### src/rtl/lcd_line_writer.sv
// Serial frame engine for the LS013B7DH01 memory LCD: emits one line-write or
// all-clear frame on SCS/SCLK/SI, paced by ticks from rising edges of clk_div_in.
module lcd_line_writer #(
  parameter int LINE_BITS       = 144,
  parameter int SCS_SETUP_TICKS = 4,
  parameter int SCS_HOLD_TICKS  = 2
) (
  input  logic                 clk_12mhz,
  input  logic                 rst,
  input  logic                 clk_div_in,
  input  logic                 start,
  input  logic                 clear_cmd,
  input  logic [7:0]           line_addr,
  input  logic [LINE_BITS-1:0] line_data,
  input  logic                 vcom,
  output logic                 busy,
  output logic                 done,
  output logic                 lcd_scs,
  output logic                 lcd_sclk,
  output logic                 lcd_si
);

  localparam int N_WRITE = LINE_BITS + 32;
  localparam int N_CLEAR = 16;
  localparam int BW      = $clog2(N_WRITE + 1);
  localparam int TMAX    = ((SCS_SETUP_TICKS > SCS_HOLD_TICKS) ? SCS_SETUP_TICKS : SCS_HOLD_TICKS) + 1;
  localparam int TW      = $clog2(TMAX + 1);

  localparam logic [1:0] ST_IDLE  = 2'd0;
  localparam logic [1:0] ST_SETUP = 2'd1;
  localparam logic [1:0] ST_SHIFT = 2'd2;
  localparam logic [1:0] ST_HOLD  = 2'd3;

  logic               sync1_reg, sync2_reg, sync3_reg;
  logic               tick;
  logic [1:0]         state_reg;
  logic [N_WRITE-1:0] frame_reg;
  logic [N_WRITE-1:0] write_frame;
  logic [N_WRITE-1:0] clear_frame;
  logic [BW-1:0]      bit_cnt_reg;
  logic [BW-1:0]      last_bit_reg;
  logic [TW-1:0]      tick_cnt_reg;
  logic               phase_reg;
  logic               busy_reg, done_reg, scs_reg, sclk_reg, si_reg;

  assign tick = sync2_reg & ~sync3_reg;

  // Frames are stored bit-0-first so shifting right presents the next bit at [0].
  always_comb begin
    write_frame                  = '0;
    write_frame[0]               = 1'b1;
    write_frame[1]               = vcom;
    write_frame[15:8]            = line_addr;
    write_frame[16 +: LINE_BITS] = line_data;
    clear_frame                  = '0;
    clear_frame[1]               = vcom;
    clear_frame[2]               = 1'b1;
  end

  always_ff @(posedge clk_12mhz or posedge rst) begin
    if (rst) begin
      sync1_reg <= 1'b0;
      sync2_reg <= 1'b0;
      sync3_reg <= 1'b0;
    end else begin
      sync1_reg <= clk_div_in;
      sync2_reg <= sync1_reg;
      sync3_reg <= sync2_reg;
    end
  end

  always_ff @(posedge clk_12mhz or posedge rst) begin
    if (rst) begin
      state_reg    <= ST_IDLE;
      frame_reg    <= '0;
      bit_cnt_reg  <= '0;
      last_bit_reg <= '0;
      tick_cnt_reg <= '0;
      phase_reg    <= 1'b0;
      busy_reg     <= 1'b0;
      done_reg     <= 1'b0;
      scs_reg      <= 1'b0;
      sclk_reg     <= 1'b0;
      si_reg       <= 1'b0;
    end else begin
      done_reg <= 1'b0;
      case (state_reg)
        ST_IDLE: begin
          if (start || clear_cmd) begin
            frame_reg    <= clear_cmd ? clear_frame : write_frame;
            last_bit_reg <= clear_cmd ? BW'(N_CLEAR - 1) : BW'(N_WRITE - 1);
            bit_cnt_reg  <= '0;
            tick_cnt_reg <= '0;
            phase_reg    <= 1'b0;
            busy_reg     <= 1'b1;
            scs_reg      <= 1'b1;
            state_reg    <= ST_SETUP;
          end
        end
        ST_SETUP: begin
          if (tick) begin
            if (tick_cnt_reg == TW'(SCS_SETUP_TICKS - 1)) begin
              tick_cnt_reg <= '0;
              state_reg    <= ST_SHIFT;
            end else begin
              tick_cnt_reg <= tick_cnt_reg + 1'b1;
            end
          end
        end
        ST_SHIFT: begin
          // Phase 0 drops SCLK and presents data; phase 1 raises SCLK on stable data.
          if (tick) begin
            if (!phase_reg) begin
              sclk_reg  <= 1'b0;
              si_reg    <= frame_reg[0];
              phase_reg <= 1'b1;
            end else begin
              sclk_reg  <= 1'b1;
              phase_reg <= 1'b0;
              frame_reg <= frame_reg >> 1;
              if (bit_cnt_reg == last_bit_reg) begin
                tick_cnt_reg <= '0;
                state_reg    <= ST_HOLD;
              end else begin
                bit_cnt_reg <= bit_cnt_reg + 1'b1;
              end
            end
          end
        end
        default: begin
          // First HOLD tick is the final SCLK fall; SCS drops HOLD_TICKS later.
          if (tick) begin
            if (tick_cnt_reg == '0) begin
              sclk_reg <= 1'b0;
              si_reg   <= 1'b0;
            end
            if (tick_cnt_reg == TW'(SCS_HOLD_TICKS)) begin
              scs_reg   <= 1'b0;
              busy_reg  <= 1'b0;
              done_reg  <= 1'b1;
              state_reg <= ST_IDLE;
            end else begin
              tick_cnt_reg <= tick_cnt_reg + 1'b1;
            end
          end
        end
      endcase
    end
  end

  assign busy     = busy_reg;
  assign done     = done_reg;
  assign lcd_scs  = scs_reg;
  assign lcd_sclk = sclk_reg;
  assign lcd_si   = si_reg;

endmodule
### config.mk
export PLATFORM = sky130hd
export DESIGN_NAME = lcd_line_writer
export DESIGN_NICKNAME = d
export VERILOG_FILES = /design/src/rtl/lcd_line_writer.sv
export SDC_FILE = /design/constraint.sdc
export NUM_CORES = 1
export LEC_CHECK = 0
export ABC_CLOCK_PERIOD_IN_PS = 7100
export CAP_MARGIN = 20
export CORE_MARGIN = 4
export CORE_UTILIZATION = 50
export DETAILED_ROUTE_END_ITERATION = 10
export DONT_BUFFER_PORTS = 1
export PLACE_DENSITY = 0.76
export SYNTH_ARGS = -nofsm -noshare
export SYNTH_HDL_FRONTEND = slang
export SYNTH_SLANG_ARGS = --single-unit
### constraint.sdc
create_clock -name clk_12mhz -period 7.1 [get_ports clk_12mhz]
set_clock_uncertainty 0.15 [all_clocks]
set_input_delay 1.42 -clock clk_12mhz [delete_from_list [all_inputs] [get_ports clk_12mhz]]
set_output_delay 1.42 -clock clk_12mhz [all_outputs]
set_load 0.02 [all_outputs]
==> results of run 1 <==
[through the flow]
step | hold slack (ps) | util
2_1_floorplan | 181 | -
3_3_place_gp | 200 | 0.517
3_5_place_dp | 201 | 0.517
4_1_cts | 216 | 0.557
5_1_grt | 218 | 0.557
6_report | 213 | 0.557
[critical path: stages (launching register included)]
cell and delay, ps:
sky130_fd_sc_hd__dfrtp_1 410, sky130_fd_sc_hd__inv_1 130, sky130_fd_sc_hd__ha_4 760, sky130_fd_sc_hd__nor2_1 170, sky130_fd_sc_hd__a2111oi_2 490, sky130_fd_sc_hd__buf_4 840, sky130_fd_sc_hd__o41ai_1 290, sky130_fd_sc_hd__a32o_1 270
[how the worst max path moves through the flow]
| stage | from | to | slack (ps) |
|---|---|---|---|
| 2_1_floorplan | rst | bit_cnt_reg[0] | 560 |
| 3_3_place_gp | state_reg[0] | bit_cnt_reg[1] | 3470 |
| 3_5_place_dp | state_reg[0] | bit_cnt_reg[1] | 3380 |
| 4_1_cts | state_reg[0] | bit_cnt_reg[1] | 3370 |
| 5_1_grt | state_reg[0] | bit_cnt_reg[1] | 3070 |
| 6_report | state_reg[0] | bit_cnt_reg[1] | 3410 |
[final cells by class]
cell class	count	area [um^2]	share of cell area
Clock buffer	19	443	0.0499
Clock inverter	13	194	0.0218
Inverter	10	42.5	0.00479
Multi-Input combinational cell	574	3290	0.370
Sequential cell	183	4580	0.515
Tap cell	216	270	0.0304
Timing Repair Buffer	7	65.1	0.00732
[placed cells by master, fill, tap and decap left out, types with 3 or more instances in the layout]
| cell | n |
|---|---|
| sky130_fd_sc_hd__and2_1 | 3 |
| sky130_fd_sc_hd__o21ai_0 | 11 |
| sky130_fd_sc_hd__or4_1 | 3 |
| sky130_fd_sc_hd__a31oi_1 | 3 |
| sky130_fd_sc_hd__buf_4 | 6 |
| sky130_fd_sc_hd__nor3_1 | 4 |
| sky130_fd_sc_hd__clkinvlp_4 | 3 |
| sky130_fd_sc_hd__and3_1 | 3 |
| sky130_fd_sc_hd__dfrtp_1 | 183 |
| sky130_fd_sc_hd__ha_1 | 9 |
| sky130_fd_sc_hd__nand4_1 | 3 |
| sky130_fd_sc_hd__inv_1 | 9 |
| sky130_fd_sc_hd__nor2_1 | 159 |
| sky130_fd_sc_hd__a22oi_1 | 151 |
| sky130_fd_sc_hd__nand3_1 | 6 |
| sky130_fd_sc_hd__mux2i_1 | 5 |
| sky130_fd_sc_hd__clkbuf_16 | 17 |
| sky130_fd_sc_hd__nand2b_1 | 5 |
| sky130_fd_sc_hd__a21oi_1 | 161 |
| sky130_fd_sc_hd__inv_6 | 3 |
| sky130_fd_sc_hd__nand2_1 | 15 |
| sky130_fd_sc_hd__bufinv_16 | 4 |
| sky130_fd_sc_hd__a22o_1 | 6 |
[cells by family after synthesis]
group	count (synthesis)
buffers and inverters	84
DFF	183
xor gates and xnor gates	1
AOI/OAI and AO/OA	347
adders and majority gates	10
muxes	7
and+or+nand+nor	209
[power by group]
group	total (uW)	switching, uW	leakage, uW	internal, uW
clock	1010	405	0.000302	604
combinational	1830	1150	0.00120	686
sequential	1860	288	0.00215	1570
total	4700	1840	0.00366	2870
[routing by layer]
layer | up-vias | share of wire | global-route usage
li1 | 2950 | - | -
met1 | 2928 | 0.43 | 0.265
met2 | 132 | 0.48 | 0.291
met3 | 19 | 0.071 | 0.0766
met4 | 0 | 0.014 | 0.0605
met5 | - | 0 | 0
==> PnR_summary.wiki, run 1 <==
{| class="wikitable"
! Metric !! Value
|-
| Outcome || finished, final reports clean
|-
| Xor-xnor portion of the synthesized cell area || 0.00107
|-
| Count of buffers inserted at the top-level ports || 0
|-
| Simple-gate share of the synthesized area || 0.106
|-
| Overall fraction of global-route tracks in use || 0.195
|-
| Most frequent cell after synthesis || sky130_fd_sc_hd__dfrtp_1
|-
| Residual overflow from global routing || 0
|-
| Cell area after placement || 8250 um^2
|-
| Vertical die dimension || 136 um
|-
| Pre-CTS WS || 3380 ps
|-
| Flop and latch count out of synthesis || 183
|-
| Leading cell types by total area after synthesis || sky130_fd_sc_hd__dfrtp_1 (56%), sky130_fd_sc_hd__a22oi_1 (14%), sky130_fd_sc_hd__a21oi_1 (9.8%), sky130_fd_sc_hd__nor2_1 (7.3%), sky130_fd_sc_hd__clkbuf_1 (2.6%)
|-
| Number of hold buffers added after CTS || 0
|-
| Final hold violation count || 0
|-
| Cell area after synthesis || 8180 um^2
|-
| Arrival @ worst endpoint || 3860 ps
|-
| Number of diodes || 0
|-
| Wire length of the first global-routing pass || 28.9 mm
|-
| Largest driver fanout on the critical path || 110
|-
| Avg Vias per Cell || 5.90
|-
| Sequential-to-total area share from yosys stat || 0.560
|-
| Largest net degree at the start of global routing || 201
|-
| Initial antenna violation count || 0
|-
| Largest register FFs || 160
|-
| Count of boundary I/O pins || 163
|-
| P_leak || 0.00366 uW
|-
| Pwr Density || 529 nW/um^2
|-
| Max capacitance violation total || 0
|-
| Final std cells w/o fill || 1022
|-
| TritonCTS clock tree || done
|-
| Share of the clock period used by the worst path after layout || 0.520
|-
| Insertion delay to the later sink of the worst-skew pair || 420 ps
|-
| Worst hold path class || flop to flop
|-
| Post_cts resized || 0
|-
| Min cycle time layout || 3690 ps
|-
| Slew Limit Headroom || 0.330
|-
| Cells after Synth || 841
|-
| Combinational family with the most area after synthesis || compound AO/OA/AOI/OAI gates
|-
| Finished Cell Area || 8880 um^2
|-
| Endpoint of the lowest-slack register-to-register path || bit_cnt_reg[1]
|-
| Number of endpoints failing setup at the final stage || 0
|-
| Count of clock tree sinks || 183
|-
| Total iterations of the first detailed-routing run || 5
|-
| Relative area change from synthesis to final layout || 8.58%
|-
| Die Footprint || 18500 um^2
|-
| Placed insts || 990
|-
| Multiplexer share of the synthesized area || 0.00887
|-
| Avg Inst Size Synth || 9.73 um^2
|-
| Clock tree buffer depth || 2
|-
| Sink of the worst hold path || sync2_reg
|-
| Most used DFF post-synth || sky130_fd_sc_hd__dfrtp_1
|-
| Clock transition at the registers of the reported paths || 70 ps
|-
| Critical path start-end classification || flop to flop
|-
| Cell types with the highest counts after synthesis || sky130_fd_sc_hd__dfrtp_1 (183), sky130_fd_sc_hd__a21oi_1 (161), sky130_fd_sc_hd__nor2_1 (160)
|-
| Proportion of netlist area held by the largest area contributor || 0.560
|-
| Total Negative Setup Slacks || 0 ps
|-
| Share of layout cells above drive strength 1 || 0.0558
|-
| Total design power || 4700 uW
|-
| Startpoint of the lowest-slack hold path || sync1_reg
|-
| Number of DRC violations after detailed routing || 0
|-
| Number of fill cells || 1412
|-
| Final worst setup slack || 3410 ps
|-
| EDFF count, synth || 0
|-
| Ys Warns || 0
|-
| Fraction of registers with async set/reset || 1.00
|-
| RSZ-0062 raised after global routing || no
|-
| Final RePlAce weighted congestion || 0.817
|-
| Setup slack of the worst register-to-register path || 3410 ps
|-
| Unique masters post-synth || 40
|-
| Post-CTS setup buffer count || 0
|-
| Average wire length per cell after detail routing || 17.4 um
|-
| Number of vias after detailed routing || 6029
|-
| Die X-Extent || 136 um
|-
| Mapped Nets || 1009
|-
| Data required time of the worst path || 7260 ps
|-
| Cell row count || 46
|-
| Compound-Gate Fraction of Synth Area || 0.268
|-
| Crit. End Element || flop
|-
| H-tree Lvls || 4
|-
| Number of global-route vias before repair || 5702
|-
| Startpoint Class || flop
|-
| Worst Tran Pin Value || 1000 ps
|-
| Floorplan Core Area || 15900 um^2
|-
| Synth area leader || sky130_fd_sc_hd__dfrtp_1
|-
| Detailed Route WL || 17.8 mm
|-
| Count of nets left with antenna violations after detail routing || 0
|-
| Layout Nets || 961
|-
| Worst Hold Depth || 0
|-
| Pins over their slew limit || 0
|-
| Length in cells of the worst reg-to-reg path || 7
|-
| CTS Buf Count || 17
|-
| Sum of net half-perimeters after detailed placement || 10.9 mm
|-
| Initial Utilization || 0.513
|-
| Max Fclk || 0.271 GHz
|-
| IR drop worst, VDD || 0.402 mV
|-
| DR iter-0 viols || 524
|-
| Root Driver || sky130_fd_sc_hd__clkbuf_16
|-
| Reg2reg start || state_reg[0]
|-
| Post-synthesis share of cell area spent on full adders, half adders and majority gates || 0.0153
|}
Note: power is estimated with default switching activity, not from simulation.
==> run 2, diff against run 1 <==
--- a/config.mk
+++ b/config.mk
@@ -5,13 +5,13 @@
 export SDC_FILE = /design/constraint.sdc
 export NUM_CORES = 1
 export LEC_CHECK = 0
-export ABC_CLOCK_PERIOD_IN_PS = 7100
+export ABC_CLOCK_PERIOD_IN_PS = 3040
 export CAP_MARGIN = 20
 export CORE_MARGIN = 4
 export CORE_UTILIZATION = 50
 export DETAILED_ROUTE_END_ITERATION = 10
 export DONT_BUFFER_PORTS = 1
-export PLACE_DENSITY = 0.76
+export PLACE_DENSITY = 0.79
 export SYNTH_ARGS = -nofsm -noshare
 export SYNTH_HDL_FRONTEND = slang
 export SYNTH_SLANG_ARGS = --single-unit
==> constraint.sdc (replaced) <==
create_clock -name clk_12mhz -period 3.04 [get_ports clk_12mhz]
set_clock_uncertainty 0.15 [all_clocks]
set_input_delay 0.608 -clock clk_12mhz [delete_from_list [all_inputs] [get_ports clk_12mhz]]
set_output_delay 0.608 -clock clk_12mhz [all_outputs]
set_load 0.02 [all_outputs]
==> run 2 against run 1 <==
Against the previous run: critical path depth decreased by 2; critical endpoint is now state_reg[1]; highest routed layer unchanged; power increased by 140%; count of clock-buffer cells in the layout increased by 3; global-route usage increased by 0.63 points; fmax increased by 37%; sequential share of layout area decreased by 0.81 points; largest cell class unchanged; sequential cell count unchanged.
==> PnR_summary.wiki, run 2 (synthesis gave the netlist of run 1 again) <==
{| class="wikitable"
! Metric !! Value
|-
| Outcome || finished, final reports clean
|-
| P_leak || 0.00374 uW (+2.1%)
|-
| Worst Tran Pin Value || 903 ps (-102 ps)
|-
| Commonest cells after routing, fill and taps aside || sky130_fd_sc_hd__dfrtp_1 (183), sky130_fd_sc_hd__a21oi_1 (161), sky130_fd_sc_hd__nor2_1 (159), sky130_fd_sc_hd__a22oi_1 (151), sky130_fd_sc_hd__clkbuf_16 (17)
|-
| Post_cts resized || 0 (unchanged)
|-
| Sw Pwr || 4390 uW (+140%)
|-
| Post-CTS setup buffer count || 0 (unchanged)
|-
| Count of buffers inserted at the top-level ports || 0 (unchanged)
|-
| Combinational share of power || 0.405 (+0.015)
|-
| Largest register FFs || 160 (unchanged)
|-
| Min cycle time layout || 2690 ps (-1010 ps)
|-
| Sum of net half-perimeters after detailed placement || 11.6 mm (+5.9%)
|-
| Count of nets left with antenna violations after detail routing || 0 (unchanged)
|-
| Avg Vias per Cell || 5.99 (+1.5%)
|-
| Final std cells w/o fill || 1034 (+1.2%)
|-
| Final hold violation count || 0 (unchanged)
|-
| Max Fclk || 0.372 GHz (+37%)
|-
| Number of diodes || 0 (unchanged)
|-
| Insertion delay to the later sink of the worst-skew pair || 420 ps (about the same)
|-
| Worst hold path class || input pin to async pin
|-
| TritonCTS clock tree || done
|-
| Total Negative Setup Slacks || 0 ps (unchanged)
|-
| Die X-Extent || 136 um (unchanged)
|-
| Total iterations of the first detailed-routing run || 5 (unchanged)
|-
| Cell internal power dissipation || 6800 uW (+140%)
|-
| Clock group share of total power || 0.205 (-0.009)
|-
| Overall fraction of global-route tracks in use || 0.201 (+0.00631)
|-
| Average wire length per cell after detail routing || 17.5 um (+0.18%)
|-
| Placed insts || 1002 (+1.2%)
|-
| Root Driver || sky130_fd_sc_hd__clkbuf_16
|-
| Number of fill cells || 1351 (-4.3%)
|-
| Final RePlAce weighted congestion || 0.812 (-0.56%)
|-
| RSZ-0062 raised after global routing || no
|-
| Largest net degree at the start of global routing || 151 (-25%)
|-
| Die Footprint || 18500 um^2 (unchanged)
|-
| End of the critical path || state_reg[1]
|-
| Critical path, cell by cell || or4_1 > o22a_1 > or4_1 > a21oi_2 > mux2_2
|-
| Setup crit start || bit_cnt_reg[3]
|-
| Length in cells of the worst reg-to-reg path || 5 (-2)
|-
| Cell type of the slowest stage on the worst timing path || sky130_fd_sc_hd__or4_1
|-
| Number of DRC violations after detailed routing || 0 (unchanged)
|-
| Number of global-route vias before repair || 5931 (+4.0%)
|-
| Wire length of the first global-routing pass || 30.1 mm (+4.2%)
|-
| Relative area change from synthesis to final layout || 10.3%
|-
| Pins over their slew limit || 0 (unchanged)
|-
| Count of boundary I/O pins || 163 (unchanged)
|-
| Storage cell area || 4580 um^2 (unchanged)
|-
| Slew Limit Headroom || 0.397 (+0.0668)
|-
| Cell row count || 46 (unchanged)
|-
| H-tree Lvls || 4 (unchanged)
|-
| Detailed Route WL || 18.1 mm (+1.4%)
|-
| Clock tree buffer depth || 2 (unchanged)
|-
| Arrival @ worst endpoint || 2850 ps (-1010 ps)
|-
| Switching share of total power || 0.392 (+0.00160)
|-
| Startpoint Class || flop
|-
| Data required time of the worst path || 3200 ps (-4060 ps)
|-
| Reg2reg start || bit_cnt_reg[3]
|-
| Number of vias after detailed routing || 6190 (+2.7%)
|-
| Floorplan Core Area || 15900 um^2 (unchanged)
|-
| Most frequent standard cell in the layout excluding fill and tap cells || sky130_fd_sc_hd__dfrtp_1
|-
| Setup slack of the worst register-to-register path || 350 ps (-3050 ps)
|-
| Initial antenna violation count || 0 (unchanged)
|-
| Vertical die dimension || 136 um (unchanged)
|-
| Layout Nets || 973 (+1.2%)
|-
| Max capacitance violation total || 0 (unchanged)
|-
| Count of clock tree sinks || 183 (unchanged)
|-
| Area taken by multi-input logic gates || 3290 um^2 (unchanged)
|-
| Residual overflow from global routing || 0 (unchanged)
|-
| Number of endpoints failing setup at the final stage || 0 (unchanged)
|-
| Pwr Density || 1240 nW/um^2 (+130%)
|-
| Initial Utilization || 0.513 (unchanged)
|-
| Number of hold buffers added after CTS || 0 (unchanged)
|-
| IR drop worst, VDD || 0.719 mV (+79%)
|-
| DR iter-0 viols || 452 (-14%)
|-
| Crit. End Element || flop
|-
| Clock transition at the registers of the reported paths || 70 ps (about the same)
|-
| Critical path start-end classification || flop to flop
|-
| Total design power || 11200 uW (+140%)
|-
| Endpoint of the lowest-slack register-to-register path || state_reg[1]
|-
| Portion of total power attributed to sequential cells || 0.390 (-0.006)
|-
| CTS Buf Count || 17 (unchanged)
|-
| Largest driver fanout on the critical path || 8 (-93%)
|-
| Most repeated library cell on the critical path || sky130_fd_sc_hd__or4_1
|-
| Share of the clock period used by the worst path after layout || 0.884 (+0.364)
|-
| Stage delay of the slowest cell on the critical path || 610 ps (-230 ps)
|-
| Share of layout cells above drive strength 1 || 0.0685 (+0.0126)
|}
[run 2: how the worst min path moves through the flow]
stage / to
2_1_floorplan: sync2_reg
3_3_place_gp: sync2_reg
3_5_place_dp: sync2_reg
4_1_cts: sync1_reg
5_1_grt: sync1_reg
6_report: sync2_reg
[run 2: power groups by stage]
| stage | clock network, uW | logic (uW) | registers, uW |
|---|---|---|---|
| 5_1_grt | 2450 | 5260 | 4510 |
| 4_1_cts | 2340 | 4550 | 4370 |
| 2_1_floorplan | 0 | 3730 | 4190 |
| 3_5_place_dp | 0 | 4530 | 4390 |
| 3_3_place_gp | 0 | 4330 | 4350 |
| 6_report | 2290 | 4530 | 4370 |
[run 2: critical path, delay by kind of cell (launching register included)]
family | cells | cell delay [ps]
AOI/OAI and AO/OA | 2 | 460
DFF | 1 | 450
muxes | 1 | 350
and+or+nand+nor | 2 | 1170
[run 2: routing by layer]
metal / GRT usage / share of wire / up-vias
met5: 0 / 0 / -
li1: - / - / 2994
met2: 0.309 / 0.47 / 169
met3: 0.0685 / 0.071 / 26
met4: 0.0526 / 0.017 / 0
met1: 0.277 / 0.44 / 3001
[run 2: layout make-up]
type	instances	area share
Timing Repair Buffer	19	0.0255
Inverter	10	0.00457
Clock inverter	10	0.0157
Tap cell	216	0.0299
Sequential cell	183	0.507
Multi-Input combinational cell	574	0.364
Clock buffer	22	0.0525
[run 2: per-stage QoR]
stage	utilization	hold WS, ps	worst slack (ps)	instance area (um^2)
CTS	0.566	43.0	365	9030
detailed placement	0.528	200	409	8410
global route	0.566	41.0	235	9030
floorplan	-	181	-68.5	8190
finish	0.566	38.9	352	9030
global placement	0.528	188	456	8410
